File: config.mk
export PLATFORM = sky130hd
export DESIGN_NAME = rtl_handshake_source
export DESIGN_NICKNAME = d
export VERILOG_FILES = /design/src/rtl/rtl_handshake_source.sv
export SDC_FILE = /design/constraint.sdc
export NUM_CORES = 1
export LEC_CHECK = 0
export CORE_MARGIN = 5
export CORE_UTILIZATION = 46
export DETAILED_ROUTE_END_ITERATION = 6
export GPL_TIMING_DRIVEN = 0
export PLACE_DENSITY = 0.74
export SYNTH_ARGS = -nofsm -noshare
export SYNTH_HDL_FRONTEND = slang
export SYNTH_SLANG_ARGS = --single-unit
File: constraint.sdc
create_clock -name CLK -period 2.9 [get_ports CLK]
set_input_delay 0.435 -clock CLK [delete_from_list [all_inputs] [get_ports CLK]]
set_output_delay 0.435 -clock CLK [all_outputs]
set_load 0.01 [all_outputs]
File: src/rtl/rtl_handshake_source.sv
// rtl_handshake_source
// Ready/valid transmitter: operand pairs are queued in a small FIFO. The head
// entry is offered at the same time on the main channel and on one of three
// lane channels, chosen by in2 mod 3. The entry leaves the FIFO only after both
// sides have completed their handshakes. Every valid, out and push_ready is
// derived from registered state only, so no ready feeds back into a valid.
module rtl_handshake_source #(
  parameter int DEPTH = 2,
  parameter int WIDTH = 5
) (
  input  logic                     CLK,
  input  logic                     ASYNCRESETN,
  input  logic                     push_valid,
  output logic                     push_ready,
  input  logic [WIDTH-1:0]         in1,
  input  logic [WIDTH-1:0]         in2,
  output logic                     handshake_valid,
  input  logic                     handshake_ready,
  output logic                     out,
  output logic                     handshake_arr_0_valid,
  input  logic                     handshake_arr_0_ready,
  output logic                     handshake_arr_1_valid,
  input  logic                     handshake_arr_1_ready,
  output logic                     handshake_arr_2_valid,
  input  logic                     handshake_arr_2_ready,
  output logic [$clog2(DEPTH):0]   count
);

  localparam int AW = $clog2(DEPTH);
  localparam int CW = AW + 1;

  // Operand storage, indexed by the FIFO pointers
  logic [WIDTH-1:0] mem_in1 [DEPTH];
  logic [WIDTH-1:0] mem_in2 [DEPTH];

  logic [AW-1:0] wr_ptr;
  logic [AW-1:0] rd_ptr;
  logic          main_done;
  logic          lane_done;

  logic             not_empty;
  logic             full;
  logic [WIDTH-1:0] h1;
  logic [WIDTH-1:0] h2;
  logic [1:0]       lane;
  logic             lane_valid;
  logic             lane_ready;
  logic             push_fire;
  logic             main_fire;
  logic             lane_fire;
  logic             retire;

  assign not_empty  = (count != '0);
  assign full       = (count == CW'(DEPTH));
  assign push_ready = !full;
  assign push_fire  = push_valid & push_ready;

  assign h1   = mem_in1[rd_ptr];
  assign h2   = mem_in2[rd_ptr];
  assign lane = 2'(h2 % WIDTH'(3));

  // The monitor requires out === (|in1) && (&in1) for the head entry
  assign out             = not_empty & (|h1) & (&h1);
  assign handshake_valid = not_empty & !main_done;
  assign lane_valid      = not_empty & !lane_done;

  assign handshake_arr_0_valid = lane_valid & (lane == 2'd0);
  assign handshake_arr_1_valid = lane_valid & (lane == 2'd1);
  assign handshake_arr_2_valid = lane_valid & (lane == 2'd2);

  // Pick the ready of the lane that the head entry is using
  always_comb begin
    // NOTE: default assignment first so no path through the case leaves
    // lane_ready unassigned, which would infer a latch.
    lane_ready = 1'b0;
    case (lane)
      2'd0:    lane_ready = handshake_arr_0_ready;
      2'd1:    lane_ready = handshake_arr_1_ready;
      2'd2:    lane_ready = handshake_arr_2_ready;
      default: lane_ready = 1'b0;
    endcase
  end

  assign main_fire = handshake_valid & handshake_ready;
  assign lane_fire = lane_valid & lane_ready;
  // Both fires together retire at once; otherwise the later fire retires
  assign retire    = not_empty & (main_done | main_fire) & (lane_done | lane_fire);

  // Operand write on push
  always_ff @(posedge CLK) begin
    // NOTE: the storage array has no reset; occupancy is tracked by count, so
    // a stale word is never presented, and leaving it unreset keeps it plain RAM.
    if (push_fire) begin
      mem_in1[wr_ptr] <= in1;
      mem_in2[wr_ptr] <= in2;
    end
  end

  // Pointers, occupancy and fork flags
  always_ff @(posedge CLK or negedge ASYNCRESETN) begin
    if (!ASYNCRESETN) begin
      wr_ptr    <= '0;
      rd_ptr    <= '0;
      count     <= '0;
      main_done <= 1'b0;
      lane_done <= 1'b0;
    end else begin
      // NOTE: non-blocking assignments so every register here samples the
      // pre-edge values of the others, regardless of statement order.
      if (push_fire) wr_ptr <= wr_ptr + AW'(1);
      if (retire)    rd_ptr <= rd_ptr + AW'(1);

      case ({push_fire, retire})
        2'b10:   count <= count + CW'(1);
        2'b01:   count <= count - CW'(1);
        default: count <= count;
      endcase

      if (retire) begin
        main_done <= 1'b0;
        lane_done <= 1'b0;
      end else begin
        if (main_fire) main_done <= 1'b1;
        if (lane_fire) lane_done <= 1'b1;
      end
    end
  end

endmodule

==> implementation parameters, run 1 <==
Parameter                              Value

Status
  Run status    complete, but fails checks
  Failing checks    negative setup slack

Timing
  Highest achievable clock rate    310 MHz
  Fin. max-slew vios    0
  Slew @ Worst Pin    815 ps
  Min Hold Slack    between 300 and 400 ps
  Period minus WS final    3220 ps
  Max transition margin    45.4%
  Setup repair after global routing missed its margin    true
  Part of the cycle the worst path needs    111%
  Final total negative setup slack    -1390 ps
  Setup clock skew after layout    1.43 ps
  Worst setup margin    -322 ps
  Number of hold-slack violations in the final timing report    0
  Final number of setup-violating endpoints    6

Synth
  Net Count, Synth    134
  Most used flip-flop cell after synthesis    sky130_fd_sc_hd__edfxtp_1
  Flop and latch count out of synthesis    26
  Yosys warning total    0
  Sequential element share of the synthesized area    54.7%
  Number of synthesized flops with an enable pin    20
  Post-synth ARST share    roughly 23%
  Average size of a mapped cell    12.0 um^2
  Mapped cell area    1370 um^2
  Post-synth cell types    43
  Post-synthesis cell count    114

Detailed routing
  Post-detailed-route wirelength per cell    16.8 um
  Drt total wl    3.11 mm
  Drt first-iter violations    between 80 and 90
  Overall via count from detail_route    1042
  Routed vias/inst    between 5 and 6
  Remaining routing DRC violations    0
  Antenna Violating Nets Remaining    0
  Number of optimization iterations in the first detailed-route pass    4

Placed design
  IO Port Bufs    24
  Half-perimeter wire length after placement    around 2.1 mm
  Total placed instance area    1690 um^2
  Final weighted congestion in routability-driven placement    0.800

Clocking
  Clock latency at the later pin of the worst-skew pair    about 320 ps
  Max Root-Sink Buffers    2
  Number of levels the H-tree was split into    1
  Master cell of the clock root buffer    sky130_fd_sc_hd__clkbuf_4
  Count of clock tree sinks    26
  Cts bufs inserted    3
  Clock tree from TritonCTS    done
  Clock input transition at the sequential cells of the worst setup and hold paths    140 ps

Worst setup path
  Crit Path Max Fanout    5
  Sort of element at the start of the critical path    flip-flop
  CP Data Required Time    2470 ps
  Category of the worst setup path capture point    output pin
  CP Class    flip-flop to output pin
  Data arrival time at the worst-slack endpoint    around 2800 ps
  Launching instance or port of the critical path    mem_in2[1][3]
  Launching point of the worst reg2reg path    mem_in2[1][3]

Power
  Final Total Pwr    2.43 mW
  Largest vdd supply drop    ~0.00095 V
  Leakage    0.757 nW
  Power per cell area    1260 nW/um^2

GRT
  Global-route usage over all layers    15.4%
  Maximum number of pins on one net before global-route repair    16
  Number of global-route vias before repair    1113
  Residual overflow from global routing    0
  Antenna violations before repair    0
  First-pass GRT wire length    4.95 mm

Final layout
  Share of layout cells above drive strength 1    35.7%
  Number of fill cells    200
  Final instance area    1940 um^2
  ANT cells    0
  End-of-flow core utilization    approximately 70%
  Area growth from synthesis to layout    41.1%
  Number of nets in the layout    175

Die
  I/O Pins    25
  Area of the die    roughly 4200 um^2
  Number of core rows    19
  DIE HEIGHT    64.6 um
  Chip width    64.6 um
  Area of the core region    2810 um^2
  Initial Utilization    48.9%

Job
  Max cap viols    0

Worst hold path
  Worst hold path class    input pin to async pin
[sequential cells by signal, indices dropped and copies added (netlist names)]
register,count
count,2
lane_done,1
main_done,1
mem_in1,10
mem_in2,10
rd_ptr,1
wr_ptr,1
[placed cells by master, fill, tap and decap left out, drive strengths merged, types with 2 or more instances in the layout]
cell type | Yosys | final
o211a | 2 | 2
nand2 | 4 | 4
nand3 | 3 | 3
o21ai | 3 | 3
nor2 | 10 | 10
a211o | 2 | 2
a31oi | 2 | 2
ha | 3 | 3
and3b | 3 | 3
a21oi | 6 | 6
a32oi | 2 | 2
nor3 | 4 | 4
a211oi | 2 | 2
nand2b | 2 | 2
edfxtp | 20 | 20
buf | 0 | 15
clkbuf | 1 | 4
dfrtp | 6 | 6
inv | 10 | 10
xnor2 | 6 | 6
clkdlybuf4s50 | 0 | 21
or2 | 2 | 2
mux2i | 4 | 4
[repair_timing]
item	in CTS	in global routing
gates resized for setup	25	12
buffers inserted	11	2
endpoints found under the setup margin	5	8
cloned	0	0
hold buffers	0	0
pin swaps	18	13
[final timing paths]
kind / end / cells after the start / slack (ps)
worst max-delay path: handshake_arr_0_valid / 13 / -320
worst min-delay path: lane_done / 1 / 340
worst min register to register: wr_ptr / 1 / 510
min in group CLK: wr_ptr / 1 / 510
max in group asynchronous: count[0] / 1 / 2330
worst max register to register: count[1] / 18 / -260
[report_power, final]
part | leakage, nW | total (mW) | switching [mW] | internal (mW)
clock network | 0.0279 | 0.249 | 0.109 | 0.140
logic | 0.471 | 1.57 | 0.746 | 0.820
registers | 0.258 | 0.615 | 0.0883 | 0.526
[kinds of logic (layout without fill, tap and decap cells)]
kind of cell             count (synthesis)  in the layout  synth area share [%]
AND/OR/NAND/NOR                         36             36                  14.5
AO/OA/AOI/OAI                           27             27                  16.9
flip-flops                              26             26                  54.7
buffers and inverters                   11             51                  3.74
XOR/XNOR                                 7              7                  4.47
multiplexers                             4              4                  2.92
adder cells (fa/ha/maj)                  3              3                  2.74
[cell usage after synthesis, drive strengths merged (2+ instances only)]
master	number	area (um^2)
a32oi	2	43.8
inv	10	37.5
edfxtp	20	601
nand2	4	15.0
a31oi	2	12.5
a211o	2	18.8
nand2b	2	12.5
a21oi	6	30.0
dfrtp	6	150
a211oi	2	15.0
nor3	4	20.0
or2	2	12.5
xnor2	6	52.6
mux2i	4	40.0
o211a	2	20.0
and3b	3	27.5
nor2	10	40.0
nand3	3	15.0
ha	3	37.5
o21ai	3	15.0
[worst max-delay path, stage by stage, from the launching register on]
cell and delay [ps]:
sky130_fd_sc_hd__edfxtp_1 520, sky130_fd_sc_hd__buf_6 150, sky130_fd_sc_hd__nand2b_4 50, sky130_fd_sc_hd__o211a_1 220
sky130_fd_sc_hd__or2_4 240, sky130_fd_sc_hd__o21ai_2 110, sky130_fd_sc_hd__ha_2 190, sky130_fd_sc_hd__nor3_2 50
sky130_fd_sc_hd__o211ai_1 100, sky130_fd_sc_hd__nand2_1 130, sky130_fd_sc_hd__a32oi_4 270, sky130_fd_sc_hd__a21oi_2 110
sky130_fd_sc_hd__nor3_2 170, sky130_fd_sc_hd__buf_2 150
[metal layers]
layer | GRT usage (%) | up-vias | wire, um | part of all wire [%]
met1 | 17.1 | 506 | 1190 | 38
met3 | 2.94 | 6 | 127 | 4.1
met5 | 0 | - | 0 | 0
met4 | 7.92 | 0 | 64 | 2.1
met2 | 27.8 | 23 | 1730 | 56
li1 | - | 507 | - | -
[through the flow]
stage          instances  worst slack (ps)
6_report             185              -322
5_1_grt              185              -480
4_1_cts              184              -304
3_5_place_dp         169              -417
3_3_place_gp         169              -363
2_1_floorplan        114              3.03
[layout make-up]
class | instances | area [um^2] | share of cell area [%]
tap | 31 | 38.8 | 2.00
clock inverter | 1 | 30.0 | 1.55
sequential | 26 | 751 | 38.8
multi-input combinational | 77 | 702 | 36.3
inverter | 10 | 37.5 | 1.94
clock buffer | 3 | 22.5 | 1.16
timing repair buffer | 36 | 340 | 17.6
buffer | 1 | 13.8 | 0.711
No activity file was read; power rests on OpenSTA's default activity.
==> run 2, diff against run 1 <==
--- a/config.mk
+++ b/config.mk
@@ -5,8 +5,10 @@
 export SDC_FILE = /design/constraint.sdc
 export NUM_CORES = 1
 export LEC_CHECK = 0
+export ABC_CLOCK_PERIOD_IN_PS = 2900
 export CORE_MARGIN = 5
 export CORE_UTILIZATION = 46
+export CTS_BUF_LIST = sky130_fd_sc_hd__clkbuf_16
 export DETAILED_ROUTE_END_ITERATION = 6
 export GPL_TIMING_DRIVEN = 0
 export PLACE_DENSITY = 0.74
==> run 2 against run 1 <==
Compared with the run above: the flow still finishes with violations (negative setup slack); non-clock buffer count up 6; maximum frequency up 1.8%; critical path depth unchanged; utilization grew 5.0 points; critical endpoint is now handshake_arr_1_valid; highest routed layer unchanged.
==> implementation parameters, run 2 (synthesis results as in run 1) <==
Parameter                              Value

Power
  Power per cell area    1360 nW/um^2 (was 1260 nW/um^2)
  Sequential cell fraction of total power    22.1% (was 25.3%)
  Total internal power    1.77 mW (was 1.49 mW)
  Net switching power    1.05 mW (was 0.944 mW)
  Logic gate share of total power    64.1% (was 64.5%)
  Largest vdd supply drop    0.000929 V (was 0.000951 V)
  Leakage    0.830 nW (was 0.757 nW)
  Net switching share of the total power    37.2% (was 38.8%)
  Part of the total power dissipated in the clock network    13.8% (was 10.3%)
  Final Total Pwr    2.82 mW (was 2.43 mW)

Worst setup path
  Largest delay share family, worst path    simple AND/OR/NAND/NOR gates (was compound AO/OA/AOI/OAI gates)
  Highest-delay cell along the critical path    sky130_fd_sc_hd__edfxtp_1 (unchanged)
  Buf/Inv on CP    1 (was 2)
  Capturing element of the worst setup path    handshake_arr_1_valid (was handshake_arr_0_valid)
  CP Class    flip-flop to output pin (unchanged)
  Crit path depth    13 (unchanged)
  Category of the worst setup path capture point    output pin (unchanged)
  Launching instance or port of the critical path    mem_in2[1][3] (unchanged)
  CP max stage delay    500 ps (was 520 ps)
  Crit path cell chain    and3b_2 > a211o_1 > nand3_2 > o21ai_2 > ha_2 > nor3_2 > o211ai_1 > nand2_1 > a32oi_4 > nor2_1 > a21oi_1 > nor3_1 > buf_2 (was buf_6 > nand2b_4 > o211a_1 > or2_4 > o21ai_2 > ha_2 > nor3_2 > o211ai_1 > nand2_1 > a32oi_4 > a21oi_2 > nor3_2 > buf_2)
  Crit Path Max Fanout    5 (unchanged)
  CP Data Required Time    2470 ps (about the same)
  Number of cells on the worst reg-to-reg path    17 (was 18)
  Sort of element at the start of the critical path    flip-flop (unchanged)
  Launching point of the worst reg2reg path    mem_in2[1][3] (unchanged)
  Data arrival time at the worst-slack endpoint    2730 ps (was 2790 ps)
  Register-to-register setup slack    -250 ps (was -260 ps)
  End of the worst register-to-register path    count[1] (unchanged)

GRT
  Number of global-route vias before repair    1135 (was 1113)
  Global-route usage over all layers    15.9% (was 15.4%)
  Maximum number of pins on one net before global-route repair    16 (unchanged)
  Antenna violations before repair    0 (unchanged)
  Residual overflow from global routing    0 (unchanged)
  First-pass GRT wire length    5.11 mm (was 4.95 mm)

Die
  Area of the die    4170 um^2 (unchanged)
  Initial Utilization    48.9% (unchanged)
  Number of core rows    19 (unchanged)
  I/O Pins    25 (unchanged)
  DIE HEIGHT    64.6 um (unchanged)
  Chip width    64.6 um (unchanged)
  Area of the core region    2810 um^2 (unchanged)

Detailed routing
  Drt first-iter violations    54 (was 84)
  Number of optimization iterations in the first detailed-route pass    4 (unchanged)
  Routed vias/inst    5.82 (was 5.63)
  Drt total wl    3.48 mm (was 3.11 mm)
  Post-detailed-route wirelength per cell    18.2 um (was 16.8 um)
  Remaining routing DRC violations    0 (unchanged)
  Antenna Violating Nets Remaining    0 (unchanged)
  Overall via count from detail_route    1111 (was 1042)

Timing
  Highest achievable clock rate    316 MHz (was 310 MHz)
  Part of the cycle the worst path needs    109% (was 111%)
  Number of hold-slack violations in the final timing report    0 (unchanged)
  Setup repair after global routing missed its margin    true (unchanged)
  Setup clock skew after layout    1.79 ps (was 1.43 ps)
  Max transition margin    44.6% (was 45.4%)
  Period minus WS final    3170 ps (was 3220 ps)
  Fin. max-slew vios    0 (unchanged)
  Min Hold Slack    421 ps (was 344 ps)
  Slew @ Worst Pin    828 ps (was 815 ps)
  Final number of setup-violating endpoints    7 (was 6)
  Worst setup margin    -265 ps (was -322 ps)

Final layout
  Largest registers in the final layout    mem_in1: 10 flops, mem_in2: 10 flops, count: 2 flops (unchanged)
  Leading cell types in the layout, fill and taps excluded    sky130_fd_sc_hd__clkdlybuf4s50_1, sky130_fd_sc_hd__edfxtp_1, sky130_fd_sc_hd__buf_4 (was sky130_fd_sc_hd__clkdlybuf4s50_1, sky130_fd_sc_hd__edfxtp_1, sky130_fd_sc_hd__inv_1)
  Area growth from synthesis to layout    51.3% (was 41.1%)
  Number of nets in the layout    181 (was 175)
  ANT cells    0 (unchanged)
  Most common cell after layout, fill and taps aside    sky130_fd_sc_hd__clkdlybuf4s50_1 (unchanged)
  Share of layout cells above drive strength 1    35.0% (was 35.7%)

Clocking
  Clock latency at the later pin of the worst-skew pair    250 ps (was 320 ps)
  Max Root-Sink Buffers    2 (unchanged)
  Clock tree from TritonCTS    done (unchanged)
  Cts bufs inserted    3 (unchanged)
  Number of levels the H-tree was split into    1 (unchanged)
  Count of clock tree sinks    26 (unchanged)
  Master cell of the clock root buffer    sky130_fd_sc_hd__clkbuf_16 (was sky130_fd_sc_hd__clkbuf_4)
  Clock input transition at the sequential cells of the worst setup and hold paths    60 ps (was 140 ps)

Status
  Failing checks    negative setup slack (unchanged)
  Run status    complete, but fails checks (unchanged)

Placed design
  Minimum setup slack after placement    -417 ps (unchanged)
  Half-perimeter wire length after placement    2.07 mm (unchanged)
  Final weighted congestion in routability-driven placement    0.800 (unchanged)
  IO Port Bufs    24 (unchanged)

Job
  Max cap viols    0 (unchanged)

Worst hold path
  Worst hold path class    input pin to async pin (unchanged)
run 2: repair_timing:
action                     in CTS  in global routing
resized for setup              30                  9
hold buffers                    0                  0
setup endpoints to repair       5                  8
setup buffers                  12                  6
pin swaps                      19                  8
run 2: how the worst min path moves through the flow:
stage                      startpoint  slack [ps]        to
final                     ASYNCRESETN         420    rd_ptr
after global routing      ASYNCRESETN         460    rd_ptr
after CTS                 ASYNCRESETN         430  count[0]
after detailed placement       wr_ptr         480    wr_ptr
after global placement         wr_ptr         480    wr_ptr
after floorplan           ASYNCRESETN         140  count[0]
run 2: layout make-up:
type,count,area (um^2)
multi-input cells,77,736
plain buffers,1,13.8
inverters,10,37.5
clock buffers,3,75.1
flip-flops and latches,26,751
well taps,31,38.8
fillers,174,731
repair buffers,42,393
clock inverters,1,30.0
run 2: power by group through the flow:
stage | Clock, mW | Sequential (mW) | Combinational [mW]
finish | 0.390 | 0.622 | 1.81
global route | 0.411 | 0.636 | 1.92
CTS | 0.397 | 0.611 | 1.54
detailed placement | 0 | 0.613 | 1.19
global placement | 0 | 0.609 | 1.15
floorplan | 0 | 0.602 | 0.866
run 2: layer usage:
| layer | GRT usage [%] | share of wire, % |
|---|---|---|
| met4 | 7.92 | 3.2 |
| met3 | 2.59 | 2.8 |
| met1 | 16.9 | 39 |
| met5 | 0 | 0 |
| met2 | 30.0 | 55 |
run 2: per-stage QoR:
stage	TNS, ps	util [%]	cell area [um^2]	cells
floorplan	0	-	1410	114
global placement	-1230	60.3	1690	169
detailed placement	-1590	60.3	1690	169
CTS	-857	70.4	1970	185
global route	-2100	74.0	2070	191
finish	-1230	74.0	2070	191
